==> src/rtl/led_ui_pkg.sv <==
// Shared definitions for the button/LED user interface blocks.
// Default blink timings are in clk30 cycles.
package led_ui_pkg;

    typedef enum logic [1:0] {
        IDLE = 2'd0,
        ON   = 2'd1,
        OFF  = 2'd2,
        GAP  = 2'd3
    } blink_state_t;

    localparam int CLK30_FREQ  = 30000000;
    localparam int ON_CYC_DEF  = CLK30_FREQ / 5;   // 200 ms lit
    localparam int OFF_CYC_DEF = CLK30_FREQ / 5;   // 200 ms dark between blinks
    localparam int GAP_CYC_DEF = CLK30_FREQ;       // 1 s dark after the last blink

endpackage

==> src/rtl/blink_timer.sv <==
// Up-counting cycle timer with synchronous clear.
// tc flags the last cycle of a limit-cycle interval (count == limit-1).
module blink_timer #(
    parameter int TMR_W = 32
) (
    input  logic             clk30,
    input  logic             rst,
    input  logic             clr,
    input  logic [TMR_W-1:0] limit,
    output logic             tc
);

    logic [TMR_W-1:0] count;

    always_ff @(posedge clk30 or posedge rst) begin
        if (rst)
            count <= '0;
        else if (clr)
            count <= '0;
        else
            count <= count + TMR_W'(1);
    end

    assign tc = (count == limit - TMR_W'(1));

endmodule

==> src/rtl/led_blink_encoder.sv <==
// Shows an accepted count as N blinks on one LED, followed by a dark gap.
// Only one count is handled at a time; in_ready is high only in IDLE.
//
// state | meaning
// IDLE  | waiting for a count, LED dark
// ON    | LED lit for ON_CYC cycles
// OFF   | LED dark for OFF_CYC cycles between blinks
// GAP   | LED dark for GAP_CYC cycles; done on the last one
module led_blink_encoder
    import led_ui_pkg::*;
#(
    parameter int COUNT_W = 7,
    parameter int ON_CYC  = ON_CYC_DEF,
    parameter int OFF_CYC = OFF_CYC_DEF,
    parameter int GAP_CYC = GAP_CYC_DEF,
    parameter int TMR_W   = 32
) (
    input  logic               clk30,
    input  logic               rst,
    input  logic               in_valid,
    output logic               in_ready,
    input  logic [COUNT_W-1:0] in_count,
    output logic               blink_out,
    output logic               busy,
    output logic               done
);

    blink_state_t       state;
    logic [COUNT_W-1:0] remaining;
    logic [TMR_W-1:0]   limit;
    logic               tmr_clr;
    logic               tmr_tc;

    always_comb begin
        limit = TMR_W'(ON_CYC);
        case (state)
            OFF:     limit = TMR_W'(OFF_CYC);
            GAP:     limit = TMR_W'(GAP_CYC);
            default: limit = TMR_W'(ON_CYC);
        endcase
    end

    // Every terminal count in ON/OFF/GAP leaves the state, so tc doubles as the
    // state-change strobe; holding the timer clear in IDLE makes each new state start at 0.
    assign tmr_clr = (state == IDLE) || tmr_tc;

    blink_timer #(
        .TMR_W (TMR_W)
    ) u_timer (
        .clk30 (clk30),
        .rst   (rst),
        .clr   (tmr_clr),
        .limit (limit),
        .tc    (tmr_tc)
    );

    always_ff @(posedge clk30 or posedge rst) begin
        if (rst) begin
            state     <= IDLE;
            remaining <= '0;
            blink_out <= 1'b0;
        end else begin
            case (state)
                IDLE: begin
                    if (in_valid) begin
                        if (in_count != '0) begin
                            remaining <= in_count;
                            blink_out <= 1'b1;
                            state     <= ON;
                        end else begin
                            state     <= GAP;
                        end
                    end
                end
                ON: begin
                    if (tmr_tc) begin
                        remaining <= remaining - COUNT_W'(1);
                        blink_out <= 1'b0;
                        state     <= (remaining == COUNT_W'(1)) ? GAP : OFF;
                    end
                end
                OFF: begin
                    if (tmr_tc) begin
                        blink_out <= 1'b1;
                        state     <= ON;
                    end
                end
                GAP: begin
                    if (tmr_tc)
                        state <= IDLE;
                end
                default: begin
                    blink_out <= 1'b0;
                    state     <= IDLE;
                end
            endcase
        end
    end

    assign in_ready = (state == IDLE);
    assign busy     = (state != IDLE);
    assign done     = (state == GAP) && tmr_tc;

endmodule

==> config.mk <==
export PLATFORM = sky130hd
export DESIGN_NAME = led_blink_encoder
export DESIGN_NICKNAME = d
export VERILOG_FILES = /design/src/rtl/led_ui_pkg.sv /design/src/rtl/blink_timer.sv /design/src/rtl/led_blink_encoder.sv
export SDC_FILE = /design/constraint.sdc
export NUM_CORES = 1
export LEC_CHECK = 0
export CORE_UTILIZATION = 28
export CTS_CLUSTER_SIZE = 25
export DETAILED_ROUTE_END_ITERATION = 6
export HOLD_SLACK_MARGIN = 0.15
export PLACE_DENSITY = 0.52
export SLEW_MARGIN = 10
export SYNTH_ARGS = -nofsm -noshare
export SYNTH_HDL_FRONTEND = slang
export SYNTH_SLANG_ARGS = --single-unit
==> constraint.sdc <==
create_clock -name clk30 -period 2.7 [get_ports clk30]
set_input_delay 0.54 -clock clk30 [delete_from_list [all_inputs] [get_ports clk30]]
set_output_delay 0.54 -clock clk30 [all_outputs]
set_load 0.05 [all_outputs]
==> impl_metrics.ini, run 1 <==
[detailed_routing]
drc = 0
vias = 1845
drt.antenna.violating_nets = 0
wire_per_inst_um = 13.25
vias_per_cell = 4.933
drt_wl_total_um = 4957
drtPass1Iterations = 4
drt_iter0_markers = 71

[setup_path]
startpoint = u_timer.count[11]
reg2reg_depth = 6
crit_buf_inv = 1
cpLargestDelayFamily = simple AND/OR/NAND/NOR gates
worstPathMaxFanout = 4
reg2reg_to = remaining[3]
cp-end-kind = primary output
start_kind = flop
cp.required_ns = 2.16
critPathMaxStageDelay_ns = 0.52
crit_type = reg -> out
reg2reg_slack_ns = 0.44
slowest_stage = or4b_4
reg2reg_from = u_timer.count[11]
critical_path_arrival_ns = 2.05
crit_chain = or4b_4 > nor4_2 > o211ai_2 > nor3_4 > buf_12

[grt]
grtUsageTotal_pct = 12.97
grt_remaining_overflow = 0
grt_pass1_wl_um = 8914
grt.busiest_layer = met2
grt_max_degree = 43
antenna_found_initial = 0
grt_pass1_vias = 1810
met2_usage_pct = 20.12
met1_usage_pct = 18.15
met3_usage_pct = 3.202

[clock_network]
cts_tree = done
hold_buffers = 0
clockBufferDepth = 2
htreeDepth = 2
cts_made_buffers = 5
clk_latency_ns = 0.30
clk_pin_slew_ns = 0.10
cts_root_buffer = clkbuf_8
cts_sinks = 42

[cells_and_area]
layout-drive-gt1-share_pct = 11.76
syn_to_final_growth_pct = 18.55
final_cells = 374
nets = 284
num_antenna_cells = 0

[sta]
relSlewSlack_pct = 64.50
clock.fmax_ghz = 0.3860
hold_viol_final = 0
setup_tns_ns = 0
setup_viol = 0
min_period_ns = 2.591
maxSlewViolCount = 0
period_share_pct = 95.95
rsz0062_at_grt = false
max_slew.worst_pin.slew_ns = 0.5325
hold_slack_ns = 0.4717
fin_worst_skew_ns = 0.01371

[floorplan]
start_util_pct = 29.30
die_area_mm2 = 0.008579
die_y_um = 92.63
die_w_um = 92.63
io_pins = 14
core_area_mm2 = 0.007848
rows = 32

[synth]
synth_seq_cells = 42
synth_top_area_cell = dfrtp_1
yosysSeqAreaShare_pct = 45.70
ys_types = 46
syn_area_per_cell_um2 = 9.273
synth_edf_count = 0
synthFlopType = dfrtp_1
synth_nets = 261
synth_top_area_share_pct = 45.70
syn-instance-count = 248
syn_area_mm2 = 0.002300
async_flop_share_pct = 100.0
ys.warnings.count = 0
synth_area_leaders = dfrtp_1 46%, xor2_1 8.0%, nor2_1 6.4%

[min_path]
holdPathEnd = u_timer.count[0]
worstHoldPathType = reg -> reg
min-delay-start = u_timer.count[0]
holdPathStages = 1

[status]
status = finished clean

[placed_design]
dp_hpwl_um = 3478
gp_congestion = 0.7869
portBuffers = 13
dp.cells = 364

[power_and_ir_drop]
ir_drop_v = 0.0001549
p_leak_nw = 1.182
p_per_area_mw_per_mm2 = 404.2

[flow_run]
max_cap_violations = 0
[worst max path at each step]
| stage | endpoint | slack (ns) | depth (start not counted) |
|---|---|---|---|
| after floorplan | done | 0.11 | 5 |
| after global placement | remaining[2] | 0.16 | 6 |
| after detailed placement | remaining[2] | 0.10 | 6 |
| after CTS | done | 0.03 | 5 |
| after global routing | done | 0.01 | 5 |
| final | done | 0.11 | 5 |
[power by group]
part	internal [W]	switching, W	total [W]
sequential	0.000629	0.000000938	0.000630
clock	0.000193	0.000244	0.000438
combinational	0.0000157	0.0000184	0.0000341
[stage by stage]
step / worst slack [ns] / power (W) / instance area (um^2) / util, %
after floorplan: 0.1145 / 0.0006550 / 2311 / -
after global placement: 0.1595 / 0.0006785 / 2609 / 33.24
after detailed placement: 0.1025 / 0.0006784 / 2609 / 33.24
after CTS: 0.03316 / 0.001125 / 2706 / 34.49
after global routing: 0.01438 / 0.001155 / 2726 / 34.74
final: 0.1092 / 0.001102 / 2726 / 34.74
[worst reg2reg max path: stages, from the launching register on]
cell,delay (ns)
dfrtp_1,0.41
or4b_4,0.52
nor4_2,0.26
o211ai_2,0.15
buf_4,0.22
o21a_4,0.24
a221o_1,0.34
[registers in the layout, indices dropped and copies added (netlist names)]
name	cells
remaining	7
u_timer.count	32
blink_out	1
state	2
[cell usage in the layout (no fill, tap or decap), drive strengths merged, types with 5 or more instances in the layout]
cell	count
nor3	11
xor2	21
dfrtp	42
nand4	9
xnor2	6
clkbuf	5
clkdlybuf4s50	10
inv	12
o21ai	7
nand2	17
nor2	39
nand3	15
and3	5
buf	15
a21oi	7
[area by class of cell]
type,count,area (um^2)
clock inverter,3,28.78
fill,845,5121
timing repair buffer,25,225.2
tap,102,127.6
sequential,42,1052
clock buffer,5,68.82
multi-input combinational,186,1182
inverter,11,41.29
[synthesized netlist by cell type (2+ instances only)]
cell type	number
a21oi_1	7
a2bb2oi_1	3
a32oi_1	4
and2_1	2
and3_1	5
and4_1	2
buf_2	5
clkbuf_1	4
dfrtp_1	42
ha_1	3
inv_1	11
nand2_1	17
nand2b_1	2
nand3_1	15
nand4_1	9
nor2_1	39
nor3_1	9
nor4_1	3
nor4b_1	4
o21ai_0	6
o22ai_1	2
or3_1	4
or4_1	2
xnor2_1	6
xor2_1	21
[routing by layer]
layer	routed length, um	share of wire (%)	vias to the layer above
met2	2316	47	31
met3	143	2.9	2
li1	-	-	927
met4	27	0.54	0
met1	2469	50	885
met5	0	0	-
[cell families (layout without fill, tap and decap cells)]
group | Yosys count | in the layout | share of synthesized area [%]
buffers and inverters | 20 | 44 | 3.536
AND/OR/NAND/NOR | 119 | 119 | 26.93
multiplexers | 1 | 1 | 0.4353
adder cells (fa/ha/maj) | 3 | 3 | 1.632
XOR/XNOR | 27 | 27 | 10.28
flip-flops | 42 | 42 | 45.70
AO/OA/AOI/OAI | 36 | 36 | 11.48
[repair_timing]
item | 4_1_cts | 5_1_grt
setup buffers | 0 | 2
setup endpoints to repair | 0 | 1
resized for setup | 0 | 2
No activity file was read; power rests on OpenSTA's default activity.
==> run 2: changes to the inputs <==
Settings changed: PLACE_DENSITY 0.52 to 0.51, SYNTH_HIERARCHICAL set to 1.
==> impl_metrics.ini, run 2 <==
[cells_and_area]
layout-drive-gt1-share_pct = 16.42
largest_register_ffs = 32
final_cell_mix = 92 x conb_1, 44 x nor2_1, 43 x xnor2_1, 42 x dfrtp_1
syn_to_final_growth_pct = 39.66
num_antenna_cells = 0
nets = 543
regMostFlops = u_timer/count
final_cells = 673
postLayoutCellArea_mm2 = 0.004573
reg_top3 = u_timer/count (32), remaining (7), state (2)
final_common_cell = conb_1

[sta]
min_period_ns = 3.439
setup_viol = 43
hold_viol_final = 0
maxSlewViolCount = 0
max_slew.worst_pin.slew_ns = 0.6993
rsz0062_at_grt = true
setup_ws_ns = -0.7390
fin_worst_skew_ns = 0.006478
relSlewSlack_pct = 52.95
clock.fmax_ghz = 0.2908
period_share_pct = 127.4
hold_slack_ns = 0.5316

[min_path]
worstHoldPathType = reg -> reg

[power_and_ir_drop]
p_clk_share_pct = 35.5
power_frac_seq_pct = 38.4
switching_share_pct = 28.35
ir_drop_v = 0.0002644
comb_power_share_pct = 26.1
power_w = 0.001926
p_leak_nw = 1.974
p_int_w = 0.001380
p_per_area_mw_per_mm2 = 421.1
p_switching_w = 0.0005460

[floorplan]
die_w_um = 110.1
core_area_mm2 = 0.01142
start_util_pct = 28.68
rows = 39
io_pins = 14
die_area_mm2 = 0.01213
die_y_um = 110.1

[setup_path]
cp_common_cell = nand4_1
slowest_stage = or4_4
crit_buf_inv = 4
worstPathMaxFanout = 3
reg2reg_slack_ns = -0.68
cpLargestDelayFamily = simple AND/OR/NAND/NOR gates
cp.required_ns = 2.16
start_kind = flop
cp-end-kind = primary output
crit_chain = and2_4 > clkinvlp_4 > or4_4 > o21ai_2 > nand4_1 > a2111oi_4 > nand4_1 > nor4_2 > buf_4 > inv_4 > nor2_4 > buf_12
critical_path_arrival_ns = 2.90
critPathMaxStageDelay_ns = 0.53
crit_type = reg -> out

[clock_network]
hold_buffers = 0
clk_latency_ns = 0.29
cts_tree = done
clk_pin_slew_ns = 0.06
clockBufferDepth = 2
cts_made_buffers = 5
cts_root_buffer = clkbuf_16
cts_sinks = 42
htreeDepth = 2

[detailed_routing]
drt_iter0_markers = 114
drt_wl_total_um = 7998
drt.antenna.violating_nets = 0
wire_per_inst_um = 11.88
wl_met1_um = 3965
drtPass1Iterations = 4
highest_layer = met4
drc = 0
vias_per_cell = 4.462
met2_length_um = 3702
vias = 3003
met3_length_um = 234

[synth]
async_flop_share_pct = 100.0
synth_edf_count = 0
synth_top_area_share_pct = 32.10
syn_area_per_cell_um2 = 8.269
yosysMostFrequentCell = nor2_1
yosysSeqAreaShare_pct = 32.10
ys_types = 54
synth_seq_cells = 42
synth_area_leaders = dfrtp_1 32%, xnor2_1 12%, xor2_1 8.0%
synth_top_area_cell = dfrtp_1
synth_top_cells_by_count = 55 x nor2_1, 43 x xnor2_1, 42 x dfrtp_1, 30 x xor2_1, 22 x nand3_1
ys.warnings.count = 6
syn_area_mm2 = 0.003274
synthFlopType = dfrtp_1
syn-instance-count = 396

[placed_design]
dp_hpwl_um = 5814
portBuffers = 13
dp.cells = 654
gp_congestion = 0.7869
placed_area_mm2 = 0.004129

[status]
violations = setup timing
status = finished with violations

[grt]
grt_max_degree = 33
grt_pass1_wl_um = 13770
grtUsageTotal_pct = 14.71
antenna_found_initial = 0
grt_remaining_overflow = 0
grt_pass1_vias = 2925

[flow_run]
max_cap_violations = 0
-- run 2: power by group through the flow --
stage	Sequential, W	Clock [W]	Combinational [W]
after CTS	0.000740	0.000701	0.000497
after detailed placement	0.000751	0	0.000468
after global routing	0.000751	0.000729	0.000573
final	0.000740	0.000684	0.000503
after floorplan	0.000748	0	0.000334
after global placement	0.000750	0	0.000465
-- run 2: cell families (layout without fill, tap and decap cells) --
logic type,count (synthesis),in the layout,synth area share [%]
muxes,5,5,1.529
other,2,92,0.2294
and+or+nand+nor,184,184,29.61
adders and majority gates,4,4,1.529
buffers and inverters,32,76,4.662
AOI/OAI and AO/OA,54,54,10.81
DFF,42,42,32.10
xor gates and xnor gates,73,73,19.53
-- run 2: timing repair --
item,in CTS,in global routing
resized for setup,29,13
setup buffers,10,3
gates cloned,3,0
setup endpoints to repair,43,43
pin swaps,10,5
-- run 2: layer usage --
layer	up-vias	GRT usage, %
li1	1562	-
met1	1390	19.97
met2	44	24.02
met3	7	2.293
met4	0	4.417
met5	-	0
-- run 2: metrics by stage --
step / util, % / TNS (ns) / setup slack [ns]
after floorplan: - / -23.64 / -0.7957
after global placement: 36.16 / -17.29 / -0.5234
after detailed placement: 36.16 / -16.41 / -0.5129
after CTS: 39.82 / -20.07 / -0.7202
after global routing: 40.05 / -23.14 / -0.8808
final: 40.05 / -16.36 / -0.7390
-- run 2: worst register-to-register path, cell delays in order, from the launching register on --
cell	delay [ns]
dfrtp_1	0.34
and2_4	0.16
clkinvlp_4	0.09
or4_4	0.53
o21ai_2	0.16
nand4_1	0.19
a2111oi_4	0.23
nand4_1	0.14
nor4_2	0.32
buf_4	0.18
buf_4	0.10
buf_6	0.08
mux2i_1	0.05
or2_4	0.30
nand2b_4	0.20
o22a_1	0.19
-- run 2: worst paths after layout --
path                              start               end  cells after the start
max                            state[0]              done                     12
min                        remaining[5]      remaining[5]                      2
max reg2reg                    state[0]      remaining[6]                     15
min reg2reg                remaining[5]      remaining[5]                      2
max in group asynchronous           rst  u_timer/count[3]                      3
min in group asynchronous           rst      remaining[2]                      2
-- run 2: final cells by class --
class / instances / area, um^2
clock buffers: 7 / 132.6
clock inverters: 1 / 30.03
fillers: 1196 / 6845
inverters: 14 / 58.81
multi-input cells: 412 / 2544
flip-flops and latches: 42 / 1051
well taps: 143 / 178.9
repair buffers: 54 / 578.1
==> run 3: changes to the inputs <==
Settings changed: CORE_MARGIN set to 3.
==> impl_metrics.ini, run 3 (synthesized netlist as in run 2, its figures left out) <==
[cells_and_area]
regMostFlops = u_timer/count
reg_top3 = u_timer/count (32), remaining (7), state (2)
layout-drive-gt1-share_pct = 16.20
final_common_cell = conb_1
largest_register_ffs = 32
final_cell_mix = 92 x conb_1, 45 x nor2_1, 43 x xnor2_1, 42 x dfrtp_1
fillers = 1136
finish.utilization_pct = 40.89
nets = 544
syn_to_final_growth_pct = 38.94
postLayoutCellArea_mm2 = 0.004549
num_antenna_cells = 0
final_cells = 671

[power_and_ir_drop]
p_switching_w = 0.0005376
p_leak_nw = 1.962
power_frac_seq_pct = 38.9
p_int_w = 0.001375
ir_drop_v = 0.0002899
power_w = 0.001913
p_clk_share_pct = 35.7
switching_share_pct = 28.10
comb_power_share_pct = 25.4
p_per_area_mw_per_mm2 = 420.5

[placed_design]
placed_area_mm2 = 0.004118
dp_hpwl_um = 5921
gp_congestion = 0.8164
dp.cells = 650
portBuffers = 13

[grt]
antenna_found_initial = 0
grt_remaining_overflow = 0
grtUsageTotal_pct = 13.16
grt_pass1_wl_um = 13930
grt_max_degree = 33
grt_pass1_vias = 2900

[setup_path]
crit_type = reg -> out
worstPathMaxFanout = 3
cp-end-kind = primary output
start_kind = flop
cp.required_ns = 2.16
critical_path_arrival_ns = 2.82

[flow_run]
max_cap_violations = 0

[detailed_routing]
drc = 0
wire_per_inst_um = 11.94
drt.antenna.violating_nets = 0
vias_per_cell = 4.465
wl_met1_um = 3860
drt_wl_total_um = 8013
met3_length_um = 201
vias = 2996
drtPass1Iterations = 6
met2_length_um = 3764
drt_iter0_markers = 97
highest_layer = met4

[sta]
setup_ws_ns = -0.6644
hold_viol_final = 0
rsz0062_at_grt = true
max_slew.worst_pin.slew_ns = 0.6916
fin_worst_skew_ns = 0.004675
setup_viol = 43
relSlewSlack_pct = 53.47
min_period_ns = 3.364
maxSlewViolCount = 0
hold_slack_ns = 0.5312
period_share_pct = 124.6
clock.fmax_ghz = 0.2972

[clock_network]
clk_latency_ns = 0.28
cts_root_buffer = clkbuf_16
cts_tree = done
clockBufferDepth = 2
hold_buffers = 0
htreeDepth = 2
cts_sinks = 42
clk_pin_slew_ns = 0.06
cts_made_buffers = 5

[floorplan]
start_util_pct = 29.43
core_area_mm2 = 0.01113
die_area_mm2 = 0.01303
die_y_um = 114.1
io_pins = 14
die_w_um = 114.1
rows = 38

[status]
status = finished with violations
violations = setup timing

[min_path]
worstHoldPathType = reg -> reg
==> run 3: path summary, 6_finish.rpt <==
kind / startpoint / endpoint / slack, ns / cells past startpoint
setup / recovery: state[0] / done / -0.66 / 12
hold / removal: remaining[5] / remaining[5] / 0.53 / 2
setup reg to reg: state[0] / remaining[6] / -0.60 / 15
hold reg to reg: remaining[5] / remaining[5] / 0.53 / 2
max in group asynchronous: rst / u_timer/count[2] / 1.70 / 3
min in group asynchronous: rst / blink_out / 0.57 / 2
==> run 3: per-layer routing <==
layer  up-vias  track usage, %
met5         -               0
met3        14           1.797
met4         0           4.434
met2        42           21.70
li1       1560               -
met1      1380           17.72
==> run 3: timing repair <==
item | 4_1_cts | 5_1_grt
pin swaps | 10 | 6
gates cloned | 3 | 0
setup endpoints to repair | 43 | 43
setup buffers | 10 | 4
gates resized for setup | 29 | 11
==> run 3: cell type report <==
type	instances	area (um^2)	share of cell area [%]
clock inverters	1	30.03	0.6601
inverters	14	58.81	1.293
flip-flops and latches	42	1051	23.10
clock buffers	7	132.6	2.915
well taps	140	175.2	3.850
multi-input cells	413	2551	56.08
repair buffers	54	550.5	12.10
==> run 3: power groups by stage <==
stage | Combinational (W) | Clock (W) | Sequential (W)
floorplan | 0.000334 | 0 | 0.000748
global placement | 0.000466 | 0 | 0.000755
detailed placement | 0.000469 | 0 | 0.000755
CTS | 0.000479 | 0.000695 | 0.000744
global route | 0.000551 | 0.000714 | 0.000754
finish | 0.000486 | 0.000682 | 0.000744
==> run 3: metrics by stage <==
| stage | setup slack, ns | setup TNS [ns] |
|---|---|---|
| floorplan | -0.7957 | -23.64 |
| global placement | -0.4913 | -16.40 |
| detailed placement | -0.5384 | -17.93 |
| CTS | -0.7090 | -15.71 |
| global route | -0.8385 | -19.65 |
| finish | -0.6644 | -11.68 |
==> run 3: worst max-delay path: stages (launching register included) <==
cell and delay, ns:
dfrtp_1 0.35, and2_4 0.16, clkinvlp_4 0.09, or4_4 0.55, o21ai_4 0.15, nand4_1 0.17
a2111oi_2 0.25, nand4_1 0.16, nor4_2 0.24, buf_4 0.17, inv_4 0.04, nor2_4 0.09
buf_12 0.14
